==> config.mk <==
export PLATFORM = sky130hd
export DESIGN_NAME = arbitro_vc_flat
export DESIGN_NICKNAME = d
export VERILOG_FILES = /design/src/rtl/arbitro_vc_if.sv /design/src/rtl/arbitro_vc.sv /design/src/flat_wrapper.sv
export SDC_FILE = /design/constraint.sdc
export NUM_CORES = 1
export LEC_CHECK = 0
export CAP_MARGIN = 10
export CORE_AREA = 4 4 41 43
export DETAILED_ROUTE_END_ITERATION = 8
export DIE_AREA = 0 0 45 47
export DONT_BUFFER_PORTS = 1
export GPL_ROUTABILITY_DRIVEN = 0
export GPL_TIMING_DRIVEN = 0
export HOLD_SLACK_MARGIN = 0.05
export PLACE_DENSITY = 0.64
export SLEW_MARGIN = 20
export SYNTH_ARGS = -nofsm -noshare
export SYNTH_HDL_FRONTEND = slang
export SYNTH_SLANG_ARGS = --single-unit
==> constraint.sdc <==
create_clock -name clk -period 1 [get_ports clk]
set_input_delay 0.1 -clock clk [delete_from_list [all_inputs] [get_ports clk]]
set_output_delay 0.1 -clock clk [all_outputs]
set_load 0.02 [all_outputs]
==> src/rtl/arbitro_vc_if.sv <==
// -----------------------------------------------------------------------------
// arbitro_vc_if
//   Bundles the source (VC0/VC1) and destination (D0/D1) FIFO signals of the
//   VC arbiter.
//   master : the arbiter. It reads the FIFO flags and head words, and drives
//            the pop strobes, the push strobes and d_data.
//   slave  : the FIFO side. It drives the flags and head words, and receives
//            the strobes.
//   Signals:
//     vc0_empty, vc1_empty         source FIFO empty flags
//     vc0_data,  vc1_data          source head words (first-word-fall-through)
//     vc0_pop,   vc1_pop           combinational pop strobes
//     d0_almost_full, d1_almost_full  destination back-pressure
//     d0_push,   d1_push           registered push strobes
//     d_data                       registered word presented to D0/D1
// -----------------------------------------------------------------------------
interface arbitro_vc_if #(
  parameter int DATA_WIDTH = 6
);
  logic                  vc0_empty;
  logic                  vc1_empty;
  logic [DATA_WIDTH-1:0] vc0_data;
  logic [DATA_WIDTH-1:0] vc1_data;
  logic                  vc0_pop;
  logic                  vc1_pop;
  logic                  d0_almost_full;
  logic                  d1_almost_full;
  logic                  d0_push;
  logic                  d1_push;
  logic [DATA_WIDTH-1:0] d_data;

  modport master (
    input  vc0_empty, vc1_empty, vc0_data, vc1_data,
    input  d0_almost_full, d1_almost_full,
    output vc0_pop, vc1_pop, d0_push, d1_push, d_data
  );

  modport slave (
    output vc0_empty, vc1_empty, vc0_data, vc1_data,
    output d0_almost_full, d1_almost_full,
    input  vc0_pop, vc1_pop, d0_push, d1_push, d_data
  );
endinterface

==> src/rtl/arbitro_vc.sv <==
// -----------------------------------------------------------------------------
// arbitro_vc
//   Moves words from two virtual-channel FIFOs (VC0, VC1) into two destination
//   FIFOs (D0, D1). Each cycle at most one eligible VC head is popped. The word
//   is pushed one cycle later into the destination that its routing bit
//   selects. VC0 has strict priority. When the macro ARB_FAIRNESS_EN is
//   defined, a starvation counter forces one VC1 grant after STARVE_LIMIT
//   consecutive VC0 grants that were made while VC1 was waiting.
//
//   Parameters:
//     DATA_WIDTH    word width
//     DEST_BIT      routing bit index (0 -> D0, 1 -> D1)
//     STARVE_LIMIT  VC0 grants tolerated while VC1 waits (1..15, fairness only)
//   Ports:
//     clk         clock, rising edge
//     reset       asynchronous, active-low reset
//     enable      1 permits new grants
//     bus         arbitro_vc_if.master: FIFO flags, head words and strobes
//     grant       registered last grant: 00 none, 01 VC0, 10 VC1
//     starve_cnt  fairness counter, constant 0 without ARB_FAIRNESS_EN
//   Build option: `define ARB_FAIRNESS_EN enables the anti-starvation counter.
// -----------------------------------------------------------------------------
module arbitro_vc #(
  parameter int DATA_WIDTH   = 6,
  parameter int DEST_BIT     = 4,
  parameter int STARVE_LIMIT = 4
) (
  input  logic                clk,
  input  logic                reset,
  input  logic                enable,
  arbitro_vc_if.master        bus,
  output logic [1:0]          grant,
  output logic [3:0]          starve_cnt
);

  if (STARVE_LIMIT < 1 || STARVE_LIMIT > 15) begin : g_bad_limit
    $error("arbitro_vc: STARVE_LIMIT must be in 1..15");
  end
  if (DEST_BIT < 0 || DEST_BIT >= DATA_WIDTH) begin : g_bad_dest
    $error("arbitro_vc: DEST_BIT must index into the data word");
  end

  // The grant register is the FSM state. The encoding equals the grant output.
  typedef enum logic [1:0] {
    IDLE      = 2'b00,
    SERVE_VC0 = 2'b01,
    SERVE_VC1 = 2'b10
  } state_e;

  state_e                state_q, state_d;
  logic                  elig0, elig1, force_vc1;
  logic                  pop0, pop1;
  logic [DATA_WIDTH-1:0] sel_word;
  logic [DATA_WIDTH-1:0] d_data_q;
  logic                  d0_push_q, d1_push_q;
  logic [3:0]            starve_q;

  // A VC is eligible when its head word can be accepted by the destination
  // that the word routes to. A blocked destination stalls only that VC.
  // Gating with reset keeps the pops low while reset is held.
  assign elig0 = enable & reset & ~bus.vc0_empty &
                 ~(bus.vc0_data[DEST_BIT] ? bus.d1_almost_full : bus.d0_almost_full);
  assign elig1 = enable & reset & ~bus.vc1_empty &
                 ~(bus.vc1_data[DEST_BIT] ? bus.d1_almost_full : bus.d0_almost_full);

  // Selection is the next state. Any state can reach any state in one cycle.
  always_comb begin
    // NOTE: every output of this block gets a default before any branch, so
    // that no path leaves a signal unassigned and no latch is inferred.
    state_d  = IDLE;
    pop0     = 1'b0;
    pop1     = 1'b0;
    sel_word = bus.vc0_data;
    if (force_vc1) begin
      state_d  = SERVE_VC1;
      pop1     = 1'b1;
      sel_word = bus.vc1_data;
    end else if (elig0) begin
      state_d  = SERVE_VC0;
      pop0     = 1'b1;
      sel_word = bus.vc0_data;
    end else if (elig1) begin
      state_d  = SERVE_VC1;
      pop1     = 1'b1;
      sel_word = bus.vc1_data;
    end
  end

  // NOTE: sequential state always uses non-blocking assignments, so every flop
  // samples values from before the clock edge regardless of process order.
  always_ff @(posedge clk or negedge reset) begin
    if (!reset) state_q <= IDLE;
    else        state_q <= state_d;
  end

  // One word is in flight. It is captured on the pop edge and pushed in the
  // next cycle. The asynchronous reset discards the in-flight word.
  always_ff @(posedge clk or negedge reset) begin
    if (!reset) begin
      // NOTE: d_data is a single output register, not a storage array, so it
      // is cheap to reset and its reset value is observable.
      d_data_q  <= '0;
      d0_push_q <= 1'b0;
      d1_push_q <= 1'b0;
    end else if (pop0 || pop1) begin
      d_data_q  <= sel_word;
      d0_push_q <= ~sel_word[DEST_BIT];
      d1_push_q <=  sel_word[DEST_BIT];
    end else begin
      d0_push_q <= 1'b0;
      d1_push_q <= 1'b0;
    end
  end

`ifdef ARB_FAIRNESS_EN
  localparam logic [3:0] LIMIT = 4'(STARVE_LIMIT);

  // At the limit, VC1 wins once over a competing VC0.
  assign force_vc1 = elig1 & (starve_q == LIMIT);

  // Counts VC0 grants that VC1 lost while waiting. A VC1 grant clears the
  // count, and the count saturates at the limit.
  always_ff @(posedge clk or negedge reset) begin
    if (!reset) begin
      starve_q <= '0;
    end else if (pop1) begin
      starve_q <= '0;
    end else if (pop0 && elig1 && (starve_q != LIMIT)) begin
      starve_q <= starve_q + 4'd1;
    end
  end
`else
  assign force_vc1 = 1'b0;
  assign starve_q  = '0;
`endif

  assign bus.vc0_pop = pop0;
  assign bus.vc1_pop = pop1;
  assign bus.d0_push = d0_push_q;
  assign bus.d1_push = d1_push_q;
  assign bus.d_data  = d_data_q;
  assign grant       = state_q;
  assign starve_cnt  = starve_q;

endmodule

==> src/flat_wrapper.sv <==
// flat-port wrapper written by rule: the top's interface ports become plain ports
module arbitro_vc_flat 
#(
  parameter int DATA_WIDTH   = 6,
  parameter int DEST_BIT     = 4,
  parameter int STARVE_LIMIT = 4
)
  (clk, reset, enable, grant, starve_cnt, bus_vc0_empty, bus_vc1_empty, bus_vc0_data, bus_vc1_data, bus_d0_almost_full, bus_d1_almost_full, bus_vc0_pop, bus_vc1_pop, bus_d0_push, bus_d1_push, bus_d_data);
  arbitro_vc_if #(.DATA_WIDTH(DATA_WIDTH)) bus_i ();
  input  logic clk;
  input  logic reset;
  input  logic enable;
  output logic [1:0] grant;
  output logic [3:0] starve_cnt;
  input wire logic [$bits(bus_i.vc0_empty)-1:0] bus_vc0_empty;
  input wire logic [$bits(bus_i.vc1_empty)-1:0] bus_vc1_empty;
  input wire logic [$bits(bus_i.vc0_data)-1:0] bus_vc0_data;
  input wire logic [$bits(bus_i.vc1_data)-1:0] bus_vc1_data;
  input wire logic [$bits(bus_i.d0_almost_full)-1:0] bus_d0_almost_full;
  input wire logic [$bits(bus_i.d1_almost_full)-1:0] bus_d1_almost_full;
  output wire logic [$bits(bus_i.vc0_pop)-1:0] bus_vc0_pop;
  output wire logic [$bits(bus_i.vc1_pop)-1:0] bus_vc1_pop;
  output wire logic [$bits(bus_i.d0_push)-1:0] bus_d0_push;
  output wire logic [$bits(bus_i.d1_push)-1:0] bus_d1_push;
  output wire logic [$bits(bus_i.d_data)-1:0] bus_d_data;
  assign bus_i.vc0_empty = bus_vc0_empty;
  assign bus_i.vc1_empty = bus_vc1_empty;
  assign bus_i.vc0_data = bus_vc0_data;
  assign bus_i.vc1_data = bus_vc1_data;
  assign bus_i.d0_almost_full = bus_d0_almost_full;
  assign bus_i.d1_almost_full = bus_d1_almost_full;
  assign bus_vc0_pop = bus_i.vc0_pop;
  assign bus_vc1_pop = bus_i.vc1_pop;
  assign bus_d0_push = bus_i.d0_push;
  assign bus_d1_push = bus_i.d1_push;
  assign bus_d_data = bus_i.d_data;
  arbitro_vc #(.DATA_WIDTH(DATA_WIDTH), .DEST_BIT(DEST_BIT), .STARVE_LIMIT(STARVE_LIMIT)) u_core (.clk(clk), .reset(reset), .enable(enable), .bus(bus_i), .grant(grant), .starve_cnt(starve_cnt));
endmodule
==> metrics.md <==
| Metric | Value |
|---|---|
| Post-synthesis cell type count | 23 |
| Largest family of logic cells by synthesized area | simple AND/OR/NAND/NOR gates |
| Clk root buf | clkbuf_4 |
| RSZ-0062 raised after global routing | false |
| Leak | 0.3141 nW |
| Nets | 92 |
| Largest cells by area after synthesis | dfrtp_1 (47%), a31oi_1 (5.8%), buf_4 (5.6%) |
| Slowest cell on crit path | mux2_4 |
| GRT overflow | 0 |
| Final core occ | 56.63% |
| Layout Skew | 0 ns |
| Total number of vias | 466 |
| Final Hold Vio Count | 1 |
| Failing checks | hold timing |
| Clk Latency, worst-skew pair | 0.26 ns |
| Most common cell in the netlist | dfrtp_1 |
| IO Count | 35 |
| Remaining DRCs | 0 |
| Maximum clock path buffer count | 2 |
| Synthesized-area fraction occupied by adder cells | 0% |
| Placement Setup Slack | -0.2317 ns |
| Status | complete, but fails checks |
| Buf/Inv on CP | 2 |
| Synth warnings | 0 |
| Clock sinks | 10 |
| Hold_ws | -0.02071 ns |
| Sequential share of the synthesized area | 46.62% |
| Core Footprint | 1301 sq um |
| Yosys top cell by area | dfrtp_1 |
| Max_cap viols | 0 |
| Synth Instances | 53 |
| H-tree depth | 1 |
| Complex-gate fraction of the synthesized area | 14.92% |
| Diodes inserted | 0 |
| Most used DFF post-synth | dfrtp_1 |
| Final Critical Period | 0.9757 ns |
| Initial antenna violation count | 0 |
| Cell class contributing the biggest share of worst-path delay | multiplexers |
| TritonRoute pass-1 iters | 3 |
| First-pass GRT wire length | 2139 um |
| Detailed placement HPWL | 1011 um |
| Hold-fix buffers, CTS | 10 |
| Mean Syn Cell Area | 10.13 sq um |
| Crit-path max cell delay | 0.28 ns |
| Final Setup Violations | 0 |
| Vias in the first global route | 468 |
| Initial Utilization | 41.25% |
| Critical Path AT | 0.88 ns |
| Worst Path Required | 0.90 ns |
| Critical Path Sink Type | output pin |
| Syn Std Cell Area | 536.8 sq um |
| Number of buffers created by CTS | 3 |
| Num rows | 13 |
| Critical-path cell list | mux2_4 > or2_1 > buf_6 > inv_8 > nor2_4 |
| #FFs+latches synth | 10 |
| Final Slew Violations | 0 |
| Die area | 2115 sq um |
| PD cells | 1465 nW/um^2 |
| Synth-to-Final Area Change | 37.30% |
| Hold Path Class | in2reg |
| CP startpoint kind | primary input |
| Post-DRT Antenna Nets | 0 |
| Clk slew on worst S/H paths | 0.07 ns |
| Ys async rst share | 100.0% |
| Largest net degree at the start of global routing | 11 |
| Total power draw | 1.080 mW |
| Post-synth top cells | dfrtp_1 (10), a31oi_1 (5), nand3_1 (5), nor3_1 (5), o21ai_0 (5) |
| Xor and xnor area share after synthesis | 0% |
| IO buf count | 0 |
| Tcrit/Tclk final | 97.57% |
| Synth top area share | 46.62% |
| Layout cells sized above 1 | 26.76% |
| Total Wirelength | 1443 um |
| GRT Util Overall | 14.91% |
| Worst setup margin | 0.02434 ns |
| Via/cell ratio | 5.419 |
| Critical path class | in2out |
| Mux contribution to synthesized area | 9.557% |
| CP Max Fanout | 5 |
| Initial DRC Count | 3 |
| CTS tree | built |
| Die Y | 47 um |
| Max Clk Rate | 1.025 GHz |
| DR WL/cell | 16.78 um |
| Simple-Gate Fraction of Synth Area | 19.11% |
| VDD IR max | 0.0006113 V |
| Die X | 45 um |
| Number of synthesized flops with an enable pin | 0 |
## cells by family after synthesis
kind of cell    count (synthesis)
mux                             4
flops                          10
buf+inv                         7
compound gates                 13
other cells                     1
simple gates                   18
## worst paths after layout
kind | from | to | slack, ns | cells past startpoint
min in group asynchronous | reset | u_core.bus.d1_push | 0.22 | 1
min | bus_vc0_data[4] | u_core.bus.d1_push | -0.02 | 1
max | bus_vc0_data[4] | bus_vc1_pop | 0.02 | 5
min reg2reg | u_core.bus.d_data[0] | u_core.bus.d_data[0] | 0.69 | 2
max reg2reg | u_core.bus.d_data[4] | u_core.bus.d_data[4] | 0.05 | 2
max in group asynchronous | reset | u_core.bus.d_data[4] | 0.43 | 1
## registers in the layout (all words and copies together) (netlist names)
name and count:
u_core.bus.d1_push 1, u_core.bus.d0_push 1, u_core.bus.d_data 6, u_core.grant 2
## worst register-to-register path, delay by kind of cell (launching register included)
family | cells | cell delay [ns]
flip-flops | 1 | 0.45
AO/OA/AOI/OAI | 2 | 0.39
## timing repair
item / 4_1_cts / 5_1_grt
pin swaps: 1 / 1
hold endpoints to repair: 17 / 2
buffers inserted: 3 / 0
gates resized for setup: 5 / 2
setup endpoints to repair: 2 / 2
## report_power, final
part / switching (mW) / internal (mW) / total, mW
Sequential: 0.119 / 0.470 / 0.589
Combinational: 0.101 / 0.110 / 0.211
Clock: 0.141 / 0.139 / 0.280
Total: 0.361 / 0.718 / 1.08
## cell type report
type                    instances  area (sq um)
multi-input cells              39         269.0
fillers                       122         564.3
repair buffers                 13         122.6
clock buffers                   3         22.52
plain buffers                   5         41.29
inverters                       1         11.26
flip-flops and latches         10         251.5
well taps                      15         18.77
## through the flow
stage	instances	cell area, sq um	TNS, ns
2_1_floorplan	56	550.5	-0.5355
3_3_place_gp	71	569.3	-1.277
3_5_place_dp	71	569.3	-1.361
4_1_cts	86	726.9	0
5_1_grt	86	737.0	0
6_report	86	737.0	0
## routing by layer
metal / track usage [%] / vias to the layer above / routed length [um]
met3: 6.513 / 4 / 115
met1: 16.12 / 218 / 573
met4: 9.942 / 0 / 20
li1: - / 225 / -
met2: 23.73 / 19 / 733
met5: 0 / - / 0
## placed cells by master (no fill, tap or decap)
cell type and count:
buf_4 7, dfrtp_1 9, and3b_1 1, nor2_4 1, buf_6 1, or3_2 1
a21boi_0 1, mux2_2 1, dlygate4sd3_1 10, inv_8 1, o31ai_1 1, dfrtp_2 1
or2_1 1, mux2_4 2, nand3_1 5, nand3b_1 2, nor3b_1 1, o31a_1 1
mux2i_4 1, nand2_1 1, conb_1 4, a31oi_1 5, clkbuf_4 3, nor3_1 5
o21ai_0 5
(Power assumes the default switching activity.)
==> RTL change: new RTL, same settings <==
`DATA_WIDTH` is set to 6 in 3 places; all go to 5.
--- a/src/rtl/arbitro_vc_if.sv
+++ b/src/rtl/arbitro_vc_if.sv
@@ -17,3 +17,3 @@
 interface arbitro_vc_if #(
-  parameter int DATA_WIDTH = 6
+  parameter int DATA_WIDTH = 5
 );
--- a/src/rtl/arbitro_vc.sv
+++ b/src/rtl/arbitro_vc.sv
@@ -23,3 +23,3 @@
 module arbitro_vc #(
-  parameter int DATA_WIDTH   = 6,
+  parameter int DATA_WIDTH   = 5,
   parameter int DEST_BIT     = 4,
--- a/src/flat_wrapper.sv
+++ b/src/flat_wrapper.sv
@@ -3,3 +3,3 @@
 #(
-  parameter int DATA_WIDTH   = 6,
+  parameter int DATA_WIDTH   = 5,
   parameter int DEST_BIT     = 4,
Ports: changed (resized bus_d_data, bus_vc0_data and bus_vc1_data); port bits go from 35 to 32. The function was not compared with the original's and may differ.
==> RTL change against the original RTL <==
Area after synthesis down 8.6%. Sequential cell count is 1 lower. Final area down 5.8%. Routed wire length fell by 5.4%. Setup slack improved by 0.0062 ns. Sequential power decreased by 11%. Power down 6.0%. Maximum frequency is 0.64% higher.
==> RTL change: results (changes against the original RTL) <==
stage;metric;value;unit;change
place;preCtsSetupSlack;-0.192;ns;+0.0401 ns
cells_and_area;stdcell_area;694;µm²;-5.8%
cts;clock-sinks;9;;-1
yosys;synth-compound-area-share;0.140;;-0.00888
grt;globalRouteMet2Util;0.240;;+0.00282
grt;grtUsageMet1;0.175;;+0.0133
timing;finalHoldViolations;0;;-1
cells_and_area;fin_nets;85;;-7.6%
pwr;vdd_ir_drop_max;0.708;mV;+16%
yosys;syn-mean-instance-area;10.2;µm²;+0.89%
cells_and_area;filler_cell_count;126;;+3.3%
cells_and_area;final-clk-cell-share;0.0378;;+0.00728
routing;route.layer.met1.wl;520;µm;-9.2%
routing;route.final.wire_length;1.37;mm;-5.4%
grt;grt_start_max_net_pins;10;;-1
cts;hold_buffers;9;;-1
pwr;power.sequential.fraction;0.516;;-0.030
outcome;outcome;finished, final reports clean;;
place;dp.final_hpwl;907;µm;-10%
yosys;sequential_fraction_of_the_synthesis_area;0.459;;-0.00702
routing;detailedRoute.firstPassIterationCount;4;;+1
place;area_after_detailed_placement;523;µm²;-8.1%
yosys;synth.mux.area_fraction;0.105;;+0.00902
cells_and_area;post_route_cells_drive_above_1_share;0.284;;+0.0160
routing;dr_total_vias;448;;-3.9%
cells_and_area;multiInputGateArea;248;µm²;-7.9%
grt;grt_pass1_wl;2.19;mm;+2.2%
==> RTL change: cell count changes after synthesis, sizes merged <==
cell | unedited run | this run
buf | 5 | 6
nand3 | 5 | 4
a31oi | 5 | 4
nor3 | 5 | 4
clkbuf | 1 | 0
o21ai | 5 | 4
dfrtp | 10 | 9
==> RTL change: path summary, 6_finish.rpt <==
kind,start,endpoint,slack [ns],cells after the start
setup reg to reg,u_core.bus.d_data[4],u_core.bus.d_data[4],0.05,2
min in group asynchronous,reset,u_core.bus.d_data[2],0.19,1
setup / recovery,bus_vc0_data[4],bus_vc1_pop,0.03,5
hold reg to reg,u_core.bus.d_data[2],u_core.bus.d_data[2],0.69,2
max in group asynchronous,reset,u_core.bus.d_data[4],0.48,1
hold / removal,bus_vc0_data[4],u_core.bus.d0_push,0.02,2
==> RTL change: logic make-up after synthesis <==
logic type	Yosys count
buffers and inverters	7
other	1
muxes	4
AOI/OAI and AO/OA	11
and+or+nand+nor	16
DFF	9
